## src/rtl/oled_pkg.sv

```systemverilog
// Shared types and constants for the OLED display scheduler and its SPI ownership mux.
package oled_pkg;

    typedef logic [9:0] spi_word_t;
    typedef logic [2:0] state_t;

    localparam state_t StRstLo   = 3'd0;
    localparam state_t StRstWt   = 3'd1;
    localparam state_t StInit    = 3'd2;
    localparam state_t StDraw    = 3'd3;
    localparam state_t StRefresh = 3'd4;
    localparam state_t StHold    = 3'd5;

    typedef enum logic [1:0] {
        OwnNone = 2'd0,
        OwnInit = 2'd1,
        OwnWr   = 2'd2
    } owner_e;

    // Word prefix in bits[9:8]: 00 command, 01 data, 11 idle
    localparam logic [1:0] SPI_CMD       = 2'b00;
    localparam logic [1:0] SPI_DAT       = 2'b01;
    localparam spi_word_t  SPI_IDLE_WORD = 10'h300;

endpackage

```

## src/rtl/oled_disp_ctrl_if.sv

```systemverilog
// Start/done handshake bus to the shared SPI byte-writer.
interface oled_disp_ctrl_if;
    import oled_pkg::*;

    logic      spi_write_start;
    spi_word_t spi_data;
    logic      spi_write_done;

    modport master (output spi_write_start, output spi_data, input spi_write_done);
    modport slave  (input spi_write_start, input spi_data, output spi_write_done);
endinterface

```

## src/rtl/oled_spi_mux.sv

```systemverilog
// Steers the SPI writer between the init requester and the frame writer by registered owner.
module oled_spi_mux
    import oled_pkg::*;
(
    input  owner_e    owner_i,
    input  logic      init_spi_start_i,
    input  spi_word_t init_spi_data_i,
    input  logic      wr_spi_start_i,
    input  spi_word_t wr_spi_data_i,
    input  logic      spi_write_done_i,
    output logic      spi_write_start_o,
    output spi_word_t spi_data_o,
    output logic      init_spi_done_o,
    output logic      wr_spi_done_o
);

    always_comb begin
        spi_write_start_o = 1'b0;
        spi_data_o        = SPI_IDLE_WORD;
        case (owner_i)
            OwnInit: begin
                spi_write_start_o = init_spi_start_i;
                spi_data_o        = init_spi_data_i;
            end
            OwnWr: begin
                spi_write_start_o = wr_spi_start_i;
                spi_data_o        = wr_spi_data_i;
            end
            default: ;
        endcase
        init_spi_done_o = spi_write_done_i & (owner_i == OwnInit);
        wr_spi_done_o   = spi_write_done_i & (owner_i == OwnWr);
    end

endmodule

```

## src/rtl/oled_disp_ctrl.sv

```systemverilog
// OLED path scheduler: panel reset, init sequence, then periodic or on-demand frame redraws,
// with a shared delay/watchdog counter and exclusive ownership of the SPI writer.
module oled_disp_ctrl
    import oled_pkg::*;
#(
    parameter int unsigned RST_LOW_CYC  = 10,
    parameter int unsigned RST_WAIT_CYC = 100,
    parameter int unsigned REFRESH_CYC  = 50000,
    parameter int unsigned TIMEOUT_CYC  = 200000,
    parameter int unsigned CNT_W        = 18
) (
    input  logic      clk_1m,
    input  logic      rst_n,
    input  logic      refresh_en,
    input  logic      refresh_req,
    output logic      oled_res_n,
    output logic      init_start,
    input  logic      init_done,
    input  logic      init_spi_start,
    input  spi_word_t init_spi_data,
    output logic      init_spi_done,
    output logic      wr_start,
    input  logic      wr_done,
    input  logic      wr_spi_start,
    input  spi_word_t wr_spi_data,
    output logic      wr_spi_done,
    oled_disp_ctrl_if.master spi,
    output logic      frame_done,
    output logic      busy,
    output logic      err
);

    localparam logic [CNT_W-1:0] LowLast  = CNT_W'(RST_LOW_CYC - 1);
    localparam logic [CNT_W-1:0] WaitLast = CNT_W'(RST_WAIT_CYC - 1);
    localparam logic [CNT_W-1:0] RefLast  = CNT_W'(REFRESH_CYC - 1);
    localparam logic [CNT_W-1:0] ToLast   = CNT_W'(TIMEOUT_CYC - 1);
    localparam logic [CNT_W-1:0] CntOne   = CNT_W'(1);

    state_t           state_q, state_d;
    logic [CNT_W-1:0] cnt_q, cnt_d;
    owner_e           owner_q, owner_d;
    logic             err_q, err_d;
    logic             frame_done_q, frame_done_d;

    always_comb begin
        state_d      = state_q;
        err_d        = err_q;
        frame_done_d = 1'b0;
        case (state_q)
            StRstLo: if (cnt_q == LowLast) state_d = StRstWt;
            StRstWt: if (cnt_q == WaitLast) state_d = StInit;
            StInit: begin
                // A done arriving on the timeout cycle still counts as success
                if (init_done) begin
                    state_d = StDraw;
                end else if (cnt_q == ToLast) begin
                    state_d = StRstLo;
                    err_d   = 1'b1;
                end
            end
            StDraw: begin
                if (wr_done) begin
                    frame_done_d = 1'b1;
                    state_d      = refresh_en ? StRefresh : StHold;
                end else if (cnt_q == ToLast) begin
                    state_d = StRstLo;
                    err_d   = 1'b1;
                end
            end
            StRefresh: begin
                if (!refresh_en)          state_d = StHold;
                else if (cnt_q == RefLast) state_d = StDraw;
            end
            StHold:  if (refresh_req) state_d = StDraw;
            default: state_d = StRstLo;
        endcase

        cnt_d = (state_d != state_q) ? '0 : cnt_q + CntOne;

        // Entering DRAW straight from INIT leaves one ownerless cycle so a stale init start
        // can never be forwarded as a frame-writer word.
        owner_d = OwnNone;
        if (state_d == StInit) begin
            owner_d = OwnInit;
        end else if (state_d == StDraw && state_q != StInit) begin
            owner_d = OwnWr;
        end
    end

    always_ff @(posedge clk_1m or negedge rst_n) begin
        if (!rst_n) begin
            state_q      <= StRstLo;
            cnt_q        <= '0;
            owner_q      <= OwnNone;
            err_q        <= 1'b0;
            frame_done_q <= 1'b0;
        end else begin
            state_q      <= state_d;
            cnt_q        <= cnt_d;
            owner_q      <= owner_d;
            err_q        <= err_d;
            frame_done_q <= frame_done_d;
        end
    end

    assign oled_res_n = (state_q != StRstLo);
    assign init_start = (state_q == StInit);
    assign wr_start   = (state_q == StDraw);
    assign busy       = (state_q != StRefresh) && (state_q != StHold);
    assign err        = err_q;
    assign frame_done = frame_done_q;

    oled_spi_mux u_spi_mux (
        .owner_i           (owner_q),
        .init_spi_start_i  (init_spi_start),
        .init_spi_data_i   (init_spi_data),
        .wr_spi_start_i    (wr_spi_start),
        .wr_spi_data_i     (wr_spi_data),
        .spi_write_done_i  (spi.spi_write_done),
        .spi_write_start_o (spi.spi_write_start),
        .spi_data_o        (spi.spi_data),
        .init_spi_done_o   (init_spi_done),
        .wr_spi_done_o     (wr_spi_done)
    );

endmodule

```

## src/flat_wrapper.sv

```systemverilog
// flat-port wrapper written by rule: the top's interface ports become plain ports
module oled_disp_ctrl_flat import oled_pkg::*;
#(
    parameter int unsigned RST_LOW_CYC  = 10,
    parameter int unsigned RST_WAIT_CYC = 100,
    parameter int unsigned REFRESH_CYC  = 50000,
    parameter int unsigned TIMEOUT_CYC  = 200000,
    parameter int unsigned CNT_W        = 18
)
  (clk_1m, rst_n, refresh_en, refresh_req, oled_res_n, init_start, init_done, init_spi_start, init_spi_data, init_spi_done, wr_start, wr_done, wr_spi_start, wr_spi_data, wr_spi_done, frame_done, busy, err, spi_spi_write_start, spi_spi_data, spi_spi_write_done);
  oled_disp_ctrl_if spi_i ();
  input  logic clk_1m;
  input  logic rst_n;
  input  logic refresh_en;
  input  logic refresh_req;
  output logic oled_res_n;
  output logic init_start;
  input  logic init_done;
  input  logic init_spi_start;
  input  spi_word_t init_spi_data;
  output logic init_spi_done;
  output logic wr_start;
  input  logic wr_done;
  input  logic wr_spi_start;
  input  spi_word_t wr_spi_data;
  output logic wr_spi_done;
  output logic frame_done;
  output logic busy;
  output logic err;
  output wire logic [$bits(spi_i.spi_write_start)-1:0] spi_spi_write_start;
  output wire logic [$bits(spi_i.spi_data)-1:0] spi_spi_data;
  input wire logic [$bits(spi_i.spi_write_done)-1:0] spi_spi_write_done;
  assign spi_spi_write_start = spi_i.spi_write_start;
  assign spi_spi_data = spi_i.spi_data;
  assign spi_i.spi_write_done = spi_spi_write_done;
  oled_disp_ctrl #(.RST_LOW_CYC(RST_LOW_CYC), .RST_WAIT_CYC(RST_WAIT_CYC), .REFRESH_CYC(REFRESH_CYC), .TIMEOUT_CYC(TIMEOUT_CYC), .CNT_W(CNT_W)) u_core (.clk_1m(clk_1m), .rst_n(rst_n), .refresh_en(refresh_en), .refresh_req(refresh_req), .oled_res_n(oled_res_n), .init_start(init_start), .init_done(init_done), .init_spi_start(init_spi_start), .init_spi_data(init_spi_data), .init_spi_done(init_spi_done), .wr_start(wr_start), .wr_done(wr_done), .wr_spi_start(wr_spi_start), .wr_spi_data(wr_spi_data), .wr_spi_done(wr_spi_done), .spi(spi_i), .frame_done(frame_done), .busy(busy), .err(err));
endmodule
```

## config.mk

```make
export PLATFORM = sky130hd
export DESIGN_NAME = oled_disp_ctrl_flat
export DESIGN_NICKNAME = d
export VERILOG_FILES = /design/src/rtl/oled_pkg.sv /design/src/rtl/oled_disp_ctrl_if.sv /design/src/rtl/oled_spi_mux.sv /design/src/rtl/oled_disp_ctrl.sv /design/src/flat_wrapper.sv
export SDC_FILE = /design/constraint.sdc
export NUM_CORES = 1
export LEC_CHECK = 0
export ABC_AREA = 1
export BUFFER_PORTS_ARGS = -buffer_cell sky130_fd_sc_hd__clkbuf_2
export CAP_MARGIN = 30
export CORE_UTILIZATION = 52
export CTS_CLUSTER_SIZE = 25
export DETAILED_ROUTE_END_ITERATION = 12
export PLACE_DENSITY_LB_ADDON = 0.3
export SKIP_CTS_REPAIR_TIMING = 1
export SLEW_MARGIN = 20
export SYNTH_ARGS = -nofsm -noshare
export SYNTH_HDL_FRONTEND = slang
export SYNTH_SLANG_ARGS = --single-unit
```

## constraint.sdc

```tcl
create_clock -name clk_1m -period 2.1 [get_ports clk_1m]
set_input_delay 0.105 -clock clk_1m [delete_from_list [all_inputs] [get_ports clk_1m]]
set_output_delay 0.105 -clock clk_1m [all_outputs]
set_load 0.02 [all_outputs]
```

==> out/metrics.cfg, run 1 <==
[synth]
yosys.area.top_type_share_pct = 35.7
muxShareOfSynthArea_pct = 0
yosysSeqAreaShare_pct = 35.7
syn_nets = 274
synth_top_family_by_area = simple AND/OR/NAND/NOR gates
synthAdderAreaFrac_pct = 2.85
synth-simple-area-share_pct = 39.7
ys_ff_latch = 25
synthDistinctLibCells = 28
synthXorXnorAreaFrac_pct = 6.99
netlist_area_um2 = 1750
syn-instance-count = 241
syn_area_per_cell_um2 = 7.28
synthTopCellsByArea = dfrtp_1 (36%), nand2_1 (12%), nor2_1 (7.9%)
yosys.area.top_type = dfrtp_1
synth-compound-area-share_pct = 6.63
synthesis.yosys.warnings = 0

[critical_path]
path_max_fanout = 9
cp-end-kind = flip-flop
critPathMostFrequentCell = nand2_1
crit_path_start_kind = flip-flop
cp_num_buf_inv = 0
crit_arrival_ns = 2.18
cp_cell_sequence = ha_1, nand3_2, nor2_1, nand3_1, nand2_1, nand2_1, nand2_1, a21oi_2, nand2_4, nor2_1
crit_family = simple AND/OR/NAND/NOR gates
worstSetupPathType = reg2reg
slowest_delay_ns = 0.45
cp.required_ns = 2.36
cpMaxStageDelayCell = dfrtp_1

[timing]
min_period_ns = 1.92
hold_viol = 0
rsz0062_at_grt = false
setup_viol = 0
tns_ns = 0
worst_hold_slack_ns = 0.0531
fin_crit_sh_pct = 91.3
drv_slew = 0
fmaxAchievable_mhz = 521
skew_ns = 0.00448
worst_pin_slew_ns = 0.608
relSlewSlack_pct = 59.5

[clocking]
clock_path_buffers = 2
path_clk_slew_ns = 0.14
cts_buffers = 3
root_buffer = clkbuf_4
clk-insertion-delay-late_ns = 0.32
numClockSinks = 25
h-tree-depth = 1
tritoncts = built

[final_layout]
drive_gt1_share_pct = 27.1
antennaDiodeCount = 0
final_area_um2 = 2070
seqCellArea_um2 = 626
syn_to_final_growth_pct = 18.1
layout.nets = 325
nFillCells = 288
multiInputGateArea_um2 = 1000

[global_routing]
grt_max_degree = 26
met1_usage_pct = 28.0
grt_pass1_vias = 1377
grt_antenna_before_repair = 0
met3_usage_pct = 1.95
grt-busiest-layer = met2
grt_pass1_wl_um = 5790
grt_use_total_pct = 21.3
use_met2_pct = 37.3
grt_overflow_total = 0

[power]
swShare_pct = 44.2
seqPwrFrac_pct = 45.0
p_leak_nw = 1.01
clkPwrFrac_pct = 15.8
combPwrFrac_pct = 39.2
p_per_area_nw_per_um2 = 669
switching_power_uw = 612
internal-power_uw = 774
peakVddDrop_uv = 524

[route]
drtIter0Drc = 89
post_drt_wl_per_cell_um = 11.5
vias = 1727
wl_um = 3860
postRouteAntennaNets = 0
drc = 0
first_pass_iters = 4
vias_per_cell = 5.16

[place]
place_area_um2 = 2020
detailed_place_hpwl_um = 2870
gp_congestion = 0.915
io_buffer_count = 47

[die]
io_pins = 48
start_util_pct = 56.1
die_w_um = 60.1
core_area_um2 = 3130
rows = 20
die_h_um = 60.1
dieArea_um2 = 3610

[status]
status = complete, no violations

[run]
maxCapViolCount = 0

[hold_path]
hold_class = in2reg

-- placed cells by master, fill, tap and decap left out, drive strengths merged, types with 2 or more instances in the layout --
| cell type | instances |
|---|---|
| a21oi | 11 |
| a221o | 2 |
| clkbuf | 51 |
| dfrtp | 25 |
| ha | 4 |
| inv | 30 |
| nand2 | 63 |
| nand3 | 13 |
| nand4 | 8 |
| nor2 | 49 |
| nor3 | 11 |
| o21ai | 2 |
| xnor2 | 4 |
| xor2 | 10 |
-- power groups by stage --
stage          sequential (mW)  combinational, mW  clock (mW)
2_1_floorplan            0.615              0.442           0
3_3_place_gp             0.630              0.503           0
3_5_place_dp             0.631              0.508           0
4_1_cts                  0.621              0.510       0.228
5_1_grt                  0.633              0.598       0.246
6_report                 0.623              0.543       0.220
-- logic make-up after synthesis --
kind of cell	after synthesis
AO/OA/AOI/OAI	19
flip-flops	25
AND/OR/NAND/NOR	145
adder cells (fa/ha/maj)	4
buffers and inverters	34
XOR/XNOR	14
-- area by class of cell --
cell class,instances,share of cell area [%]
inverters,30,5.43
well taps,44,2.66
flip-flops and latches,25,30.2
repair buffers,49,12.2
clock buffers,4,1.27
multi-input cells,183,48.2
-- flip-flops by register name, indices dropped and copies added (netlist names) --
register,cells
u_core.state_q,3
u_core.err,1
u_core.owner_q,2
u_core.frame_done,1
u_core.cnt_q,18
-- per-layer routing --
| layer | share of wire, % | wire (µm) |
|---|---|---|
| met5 | 0 | 0 |
| met4 | 0.80 | 31 |
| met3 | 6.1 | 236 |
| met2 | 47 | 1830 |
| met1 | 46 | 1760 |
-- synthesized netlist by cell type, drive strengths merged --
master and count:
ha 4, o221ai 1, a21oi 11, dfrtp 25
a31oi 1, o32ai 1, nor4 1, o21bai 1
xor2 10, buf 1, nand3b 1, nor2 49
nand2 62, clkbuf 3, nor3 11, nand3 13
inv 30, xnor2 4, o21ai 2, a221o 2
nand4 8
-- worst paths after layout --
| path | startpoint | to | slack (ns) | depth (start not counted) |
|---|---|---|---|---|
| worst min-delay path | refresh_req | u_core.state_q[2]$_DFF_PN0_ | 0.05 | 2 |
| worst min register to register | u_core.err$_DFFE_PN0P_ | u_core.err$_DFFE_PN0P_ | 0.50 | 1 |
| worst max register to register | u_core.cnt_q[0]$_DFF_PN0_ | u_core.cnt_q[17]$_DFF_PN0_ | 0.18 | 10 |
| worst max-delay path | u_core.cnt_q[0]$_DFF_PN0_ | u_core.cnt_q[17]$_DFF_PN0_ | 0.18 | 10 |
| max in group asynchronous | rst_n | u_core.owner_q[0]$_DFF_PN0_ | 1.40 | 2 |
| min in group asynchronous | rst_n | u_core.cnt_q[7]$_DFF_PN0_ | 0.31 | 2 |
-- worst reg2reg max path, cell delays in order (launching register included) --
cell and delay (ns):
dfrtp_1 0.45, ha_1 0.26, nand3_2 0.14, nor2_1 0.07, nand3_1 0.11, nand2_1 0.06, nand2_1 0.06, nand2_1 0.09
a21oi_2 0.30, nand2_4 0.20, nor2_1 0.12
-- stage by stage --
| stage | setup slack [ns] | util [%] | power [mW] | instances |
|---|---|---|---|---|
| 3_5_place_dp | 0.212 | 64.6 | 1.14 | 329 |
| 5_1_grt | 0.0779 | 66.2 | 1.48 | 335 |
| 4_1_cts | 0.181 | 65.4 | 1.36 | 333 |
| 3_3_place_gp | 0.306 | 64.6 | 1.13 | 329 |
| 6_report | 0.182 | 66.2 | 1.39 | 335 |
| 2_1_floorplan | 0.396 | - | 1.06 | 241 |
Power figures use the tool's default switching activity.
==> inputs of run 2 (changes only) <==
- ABC_AREA: 1 -> default
- CTS_CLUSTER_SIZE: 25 -> 12
==> run 2 against run 1 <==
Against the previous run:
- worst hold slack improved by 0.041 ns
- synthesized cell count down 16%
- combinational power is 92% lower
- critical endpoint is now u_core.cnt_q[1]$_DFF_PN0_
- critical path depth decreased by 2
- sequential share of layout area is 4.4 points lower
- global-route usage increased by 7.7 points
- core utilization grew 11 points
- count of clock-buffer cells in the layout fell by 1
- routed wire length is 34% higher
- the run now ends with negative setup slack left
==> out/metrics.cfg, run 2 <==
[die]
die_h_um = 60.0  ; -0.17%
dieArea_um2 = 3600  ; -0.35%
core_area_um2 = 3130  ; unchanged
rows = 20  ; unchanged
io_pins = 48  ; unchanged
start_util_pct = 55.9  ; -0.20 points
die_w_um = 60.0  ; -0.17%

[timing]
worst_pin_slew_ns = 0.647  ; +0.0392 ns
skew_ns = 0.00326  ; -0.00122 ns
relSlewSlack_pct = 56.8  ; -2.6 points
setup_viol = 20  ; +20
fin_crit_sh_pct = 111  ; +19 points
worst_hold_slack_ns = 0.0945  ; +0.0414 ns
rsz0062_at_grt = true
tns_ns = -3.84  ; -3.84 ns
min_period_ns = 2.32  ; +0.407 ns
worst_slack_ns = -0.225  ; -0.407 ns
drv_slew = 0  ; unchanged
hold_viol = 0  ; unchanged
fmaxAchievable_mhz = 430  ; -17%

[power]
peakVddDrop_uv = 334  ; -36%
p_per_area_nw_per_um2 = 314  ; -53%
p_total_uw = 761  ; -45%
p_leak_nw = 1.16  ; +15%

[critical_path]
path_max_fanout = 18  ; +9
cp-end-kind = flip-flop
crit_arrival_ns = 2.60  ; +0.42 ns
worstSetupPathType = reg2reg
r2r_cells = 8  ; -2
crit_path_start_kind = flip-flop
cp.required_ns = 2.37  ; about the same

[synth]
yosys.area.top_type = dfrtp_1
synthDistinctLibCells = 43  ; +54%
synthMostInstantiatedCell = dfrtp_1
yosys.area.top_type_share_pct = 35.8  ; +0.13 points
synth_common_cells = dfrtp_1 (25), nand2_1 (24), nor2_1 (18), a21oi_2 (10)
yosysSeqAreaShare_pct = 35.8  ; +0.13 points
async_flop_share_pct = 100  ; unchanged
ys_ff_latch = 25  ; unchanged
synthesis.yosys.warnings = 0  ; unchanged
synthTopCellsByArea = dfrtp_1 (36%), nand2_1 (5.2%), a21oi_2 (5.0%)
syn_nets = 236  ; -14%
syn-instance-count = 203  ; -16%
netlist_area_um2 = 1750  ; -0.36%
yosys_most_used_dff = dfrtp_1
synth_edf_count = 0  ; unchanged
syn_area_per_cell_um2 = 8.61  ; +18%

[final_layout]
mostFrequentLayoutCell = clkbuf_2
reg_top3 = u_core.cnt_q x18, u_core.state_q x3, u_core.owner_q x2
mostFrequentLayoutCells = clkbuf_2 (47), buf_4 (32), dfrtp_1 (25), nand2_1 (24), nor2_1 (18)
final_core_util_pct = 77.5  ; +11 points
regMostFlops = u_core.cnt_q
layout.nets = 315  ; -3.1%
syn_to_final_growth_pct = 38.7
drive_gt1_share_pct = 42.0  ; +15 points
stdcell_count = 325  ; -3.0%
antennaDiodeCount = 0  ; unchanged
largest_reg_flops = 18  ; unchanged

[route]
postRouteAntennaNets = 0  ; unchanged
first_pass_iters = 4  ; unchanged
drtIter0Drc = 114  ; +28%
vias = 1866  ; +8.0%
vias_per_cell = 5.74  ; +11%
drc = 0  ; unchanged
post_drt_wl_per_cell_um = 15.9  ; +38%
wl_um = 5160  ; +34%

[status]
violations = negative setup slack
status = finished, violations left

[clocking]
numClockSinks = 25  ; unchanged
clk-insertion-delay-late_ns = 0.33  ; about the same
cts_buffers = 3  ; unchanged
root_buffer = clkbuf_4
tritoncts = built
h-tree-depth = 1  ; unchanged
clock_path_buffers = 2  ; unchanged
path_clk_slew_ns = 0.15  ; about the same

[global_routing]
grt_pass1_wl_um = 7610  ; +31%
grt_antenna_before_repair = 0  ; unchanged
grt_pass1_vias = 1660  ; +21%
grt_use_total_pct = 29.0  ; +7.7 points
grt_max_degree = 26  ; unchanged
grt_overflow_total = 0  ; unchanged

[place]
dp_cells = 319  ; -3.0%
detailed_place_hpwl_um = 3680  ; +28%
io_buffer_count = 47  ; unchanged
gp_congestion = 0.882  ; -3.6%

[hold_path]
hold_class = in2reg
whs_path_depth = 2  ; unchanged

[run]
maxCapViolCount = 0  ; unchanged

==> run 2: through the flow <==
stage | instance area, µm² | setup slack [ns]
2_1_floorplan | 1760 | -0.251
3_3_place_gp | 2300 | -0.154
3_5_place_dp | 2300 | -0.262
4_1_cts | 2330 | -0.314
5_1_grt | 2420 | -0.272
6_report | 2420 | -0.225
==> run 2: cell families (layout without fill, tap and decap cells) <==
family          count (synthesis)  after routing  share of synthesized area [%]
compound gates                 45             45                           19.3
buf+inv                        18             96                           4.44
flops                          25             25                           35.8
xor+xnor                       16             16                           8.02
fa+ha+maj                       4              4                           2.86
simple gates                   95             95                           29.6
==> run 2: final timing paths <==
| kind | from | to | slack, ns |
|---|---|---|---|
| worst max-delay path | u_core.cnt_q[13]$_DFF_PN0_ | u_core.cnt_q[1]$_DFF_PN0_ | -0.22 |
| worst min-delay path | wr_done | u_core.frame_done$_DFF_PN0_ | 0.09 |
| worst max register to register | u_core.cnt_q[13]$_DFF_PN0_ | u_core.cnt_q[1]$_DFF_PN0_ | -0.22 |
| worst min register to register | u_core.err$_DFFE_PN0P_ | u_core.err$_DFFE_PN0P_ | 0.53 |
| max in group asynchronous | rst_n | u_core.cnt_q[9]$_DFF_PN0_ | 1.39 |
| min in group asynchronous | rst_n | u_core.state_q[1]$_DFF_PN0_ | 0.30 |
==> run 2: area by class of cell <==
type	instances	area (µm²)
Clock inverter	1	7.51
Clock buffer	3	22.5
Timing Repair Buffer	85	568
Tap cell	44	55.1
Inverter	7	26.3
Sequential cell	25	626
Fill cell	216	704
Multi-Input combinational cell	160	1120
==> run 2: power breakdown <==
part / leakage (nW) / internal [mW] / total (mW) / switching, mW
Sequential: 0.330 / 0.482 / 0.482 / 0
Combinational: 0.819 / 0.0213 / 0.0435 / 0.0222
Clock: 0.0139 / 0.0731 / 0.236 / 0.163
Total: 1.16 / 0.576 / 0.761 / 0.185
==> run 2: worst max-delay path, cell delays in order, from the launching register on <==
cell     delay [ns]
dfrtp_1        0.40
or2_2          0.31
nor4_1         0.20
buf_4          0.17
a31oi_1        0.09
a311o_1        0.36
or3_4          0.40
buf_12         0.17
a21oi_1        0.15
==> run 2: layer usage <==
layer | global-route usage [%] | routed length [µm] | up-vias
met4 | 14.0 | 167 | 0
met2 | 46.8 | 2620 | 78
met3 | 3.03 | 222 | 17
li1 | - | - | 878
met1 | 38.9 | 2150 | 893
met5 | 0 | 0 | -
==> inputs of run 3 (changes only) <==
- CORE_UTILIZATION: 52 -> 50
==> run 3 against run 2 <==
Against the previous run:
- the flow still finishes with violations (negative setup slack)
- total power shrank 2.0%
- count of clock-buffer cells in the layout is the same
- final area shrank 1.4%
- highest routed layer unchanged
- maximum frequency shrank 2.6%
- via count shrank 2.9%
==> out/metrics.cfg, run 3 (same netlist as run 2, synthesis figures left out) <==
[critical_path]
setup.worst_path.end = u_core.cnt_q[2]$_DFF_PN0_
cp.required_ns = 2.36  ; about the same
cp_cell_sequence = or4_1, or3_4, nor4_4, o21ai_2, or3_4, buf_12, a21oi_1
critPathMostFrequentCell = or3_4
crit_path_start_kind = flip-flop
r2r_cells = 7  ; -1
r2r_start = u_core.cnt_q[2]$_DFF_PN0_
cp-end-kind = flip-flop
path_max_fanout = 18  ; unchanged
worstSetupPathType = reg2reg
crit_arrival_ns = 2.65  ; +0.05 ns
reg2reg_slack_ns = -0.29  ; -0.06 ns
slowest_delay_ns = 0.51  ; +0.11 ns
startpoint = u_core.cnt_q[2]$_DFF_PN0_
cpMaxStageDelayCell = or4_1
reg2reg_to = u_core.cnt_q[2]$_DFF_PN0_

[route]
vias_per_cell = 5.56  ; -3.2%
postRouteAntennaNets = 0  ; unchanged
vias = 1812  ; -2.9%
drtIter0Drc = 88  ; -23%
wl_um = 4700  ; -8.9%
post_drt_wl_per_cell_um = 14.4  ; -9.2%
drc = 0  ; unchanged
first_pass_iters = 4  ; unchanged

[final_layout]
layout.nets = 314  ; -0.32%
regMostFlops = u_core.cnt_q
stdcell_count = 326  ; +0.31%
antennaDiodeCount = 0  ; unchanged
nFillCells = 265  ; +23%
drive_gt1_share_pct = 40.0  ; -2.0 points
seqCellArea_um2 = 626  ; unchanged
largest_reg_flops = 18  ; unchanged
multiInputGateArea_um2 = 1100  ; -2.0%
mostFrequentLayoutCells = clkbuf_2 (47), buf_4 (33), dfrtp_1 (25), nand2_1 (24), nor2_1 (17)
reg_top3 = u_core.cnt_q x18, u_core.state_q x3, u_core.owner_q x2
syn_to_final_growth_pct = 36.6
mostFrequentLayoutCell = clkbuf_2

[power]
p_leak_nw = 1.16  ; about the same
peakVddDrop_uv = 431  ; +29%
p_per_area_nw_per_um2 = 312  ; -0.59%
p_total_uw = 746  ; -2.0%

[run]
maxCapViolCount = 0  ; unchanged

[timing]
min_period_ns = 2.39  ; +0.0633 ns
fin_crit_sh_pct = 114  ; +3.0 points
worst_hold_slack_ns = 0.113  ; +0.0188 ns
fmaxAchievable_mhz = 419  ; -2.6%
relSlewSlack_pct = 57.5  ; +0.69 points
drv_slew = 0  ; unchanged
worst_pin_slew_ns = 0.637  ; -0.0103 ns
setup_viol = 21  ; +5.0%
worst_slack_ns = -0.288  ; -0.0633 ns
rsz0062_at_grt = true
hold_viol = 0  ; unchanged
skew_ns = 0.0115  ; +0.00821 ns

[die]
die_w_um = 61.1  ; +1.9%
die_h_um = 61.1  ; +1.9%
dieArea_um2 = 3740  ; +3.9%
rows = 21  ; +5.0%
io_pins = 48  ; unchanged
core_area_um2 = 3340  ; +6.7%
start_util_pct = 52.4  ; -3.5 points

[global_routing]
grt_overflow_total = 0  ; unchanged
grt_pass1_vias = 1589  ; -4.3%
grt_pass1_wl_um = 7130  ; -6.3%
grt_max_degree = 26  ; unchanged
grt_use_total_pct = 26.1  ; -2.9 points
grt_antenna_before_repair = 0  ; unchanged

[clocking]
numClockSinks = 25  ; unchanged
clock_path_buffers = 2  ; unchanged
h-tree-depth = 1  ; unchanged
cts_buffers = 3  ; unchanged
tritoncts = built
clk-insertion-delay-late_ns = 0.33  ; about the same
root_buffer = clkbuf_4
path_clk_slew_ns = 0.15  ; about the same

[place]
gp_congestion = 0.905  ; +2.6%
detailed_place_hpwl_um = 3520  ; -4.3%
io_buffer_count = 47  ; unchanged
dp_cells = 321  ; +0.63%

[status]
status = finished, violations left
violations = negative setup slack

[hold_path]
hold_class = in2reg

-- run 3: worst max-delay path: cells and delay by family, from the launching register on --
family	cells	cell delay (ns)
and+or+nand+nor	4	1.49
DFF	1	0.40
AOI/OAI and AO/OA	2	0.27
buffers and inverters	1	0.17
-- run 3: cell type report --
| type | instances | share of cell area (%) |
|---|---|---|
| multi-input combinational | 160 | 45.9 |
| sequential | 25 | 26.2 |
| timing repair buffer | 84 | 23.2 |
| tap | 46 | 2.41 |
| inverter | 7 | 1.10 |
| clock buffer | 3 | 0.943 |
| clock inverter | 1 | 0.314 |
-- run 3: stage by stage --
stage                     setup TNS, ns  instance area (µm²)  util [%]  worst slack [ns]
after floorplan                   -3.53                 1760         -            -0.251
after global placement            -2.14                 2300      69.0            -0.121
after detailed placement          -3.75                 2300      69.0            -0.224
after CTS                         -4.53                 2330      69.9            -0.257
after global routing              -7.24                 2390      71.6            -0.386
final                             -4.94                 2390      71.6            -0.288
-- run 3: per-layer routing --
layer  vias up  wire (µm)  global-route usage [%]  share of wire, %
met2        54       2360                    43.3                50
met1       876       2050                    33.4                44
li1        874          -                       -                 -
met5         -          0                       0                 0
met4         0         73                    10.7               1.6
met3         8        211                    5.25               4.5
-- run 3: how the worst min path moves through the flow --
stage,start,to,cells after the start
3_5_place_dp,rst_n,u_core.frame_done$_DFF_PN0_,1
2_1_floorplan,rst_n,u_core.cnt_q[0]$_DFF_PN0_,0
5_1_grt,wr_done,u_core.frame_done$_DFF_PN0_,2
3_3_place_gp,rst_n,u_core.frame_done$_DFF_PN0_,1
6_report,wr_done,u_core.frame_done$_DFF_PN0_,2
4_1_cts,rst_n,u_core.cnt_q[10]$_DFF_PN0_,1
-- run 3: power by group --
part / internal, mW / switching, mW
combinational: 0.0213 / 0.0211
clock: 0.0729 / 0.149
sequential: 0.481 / 0
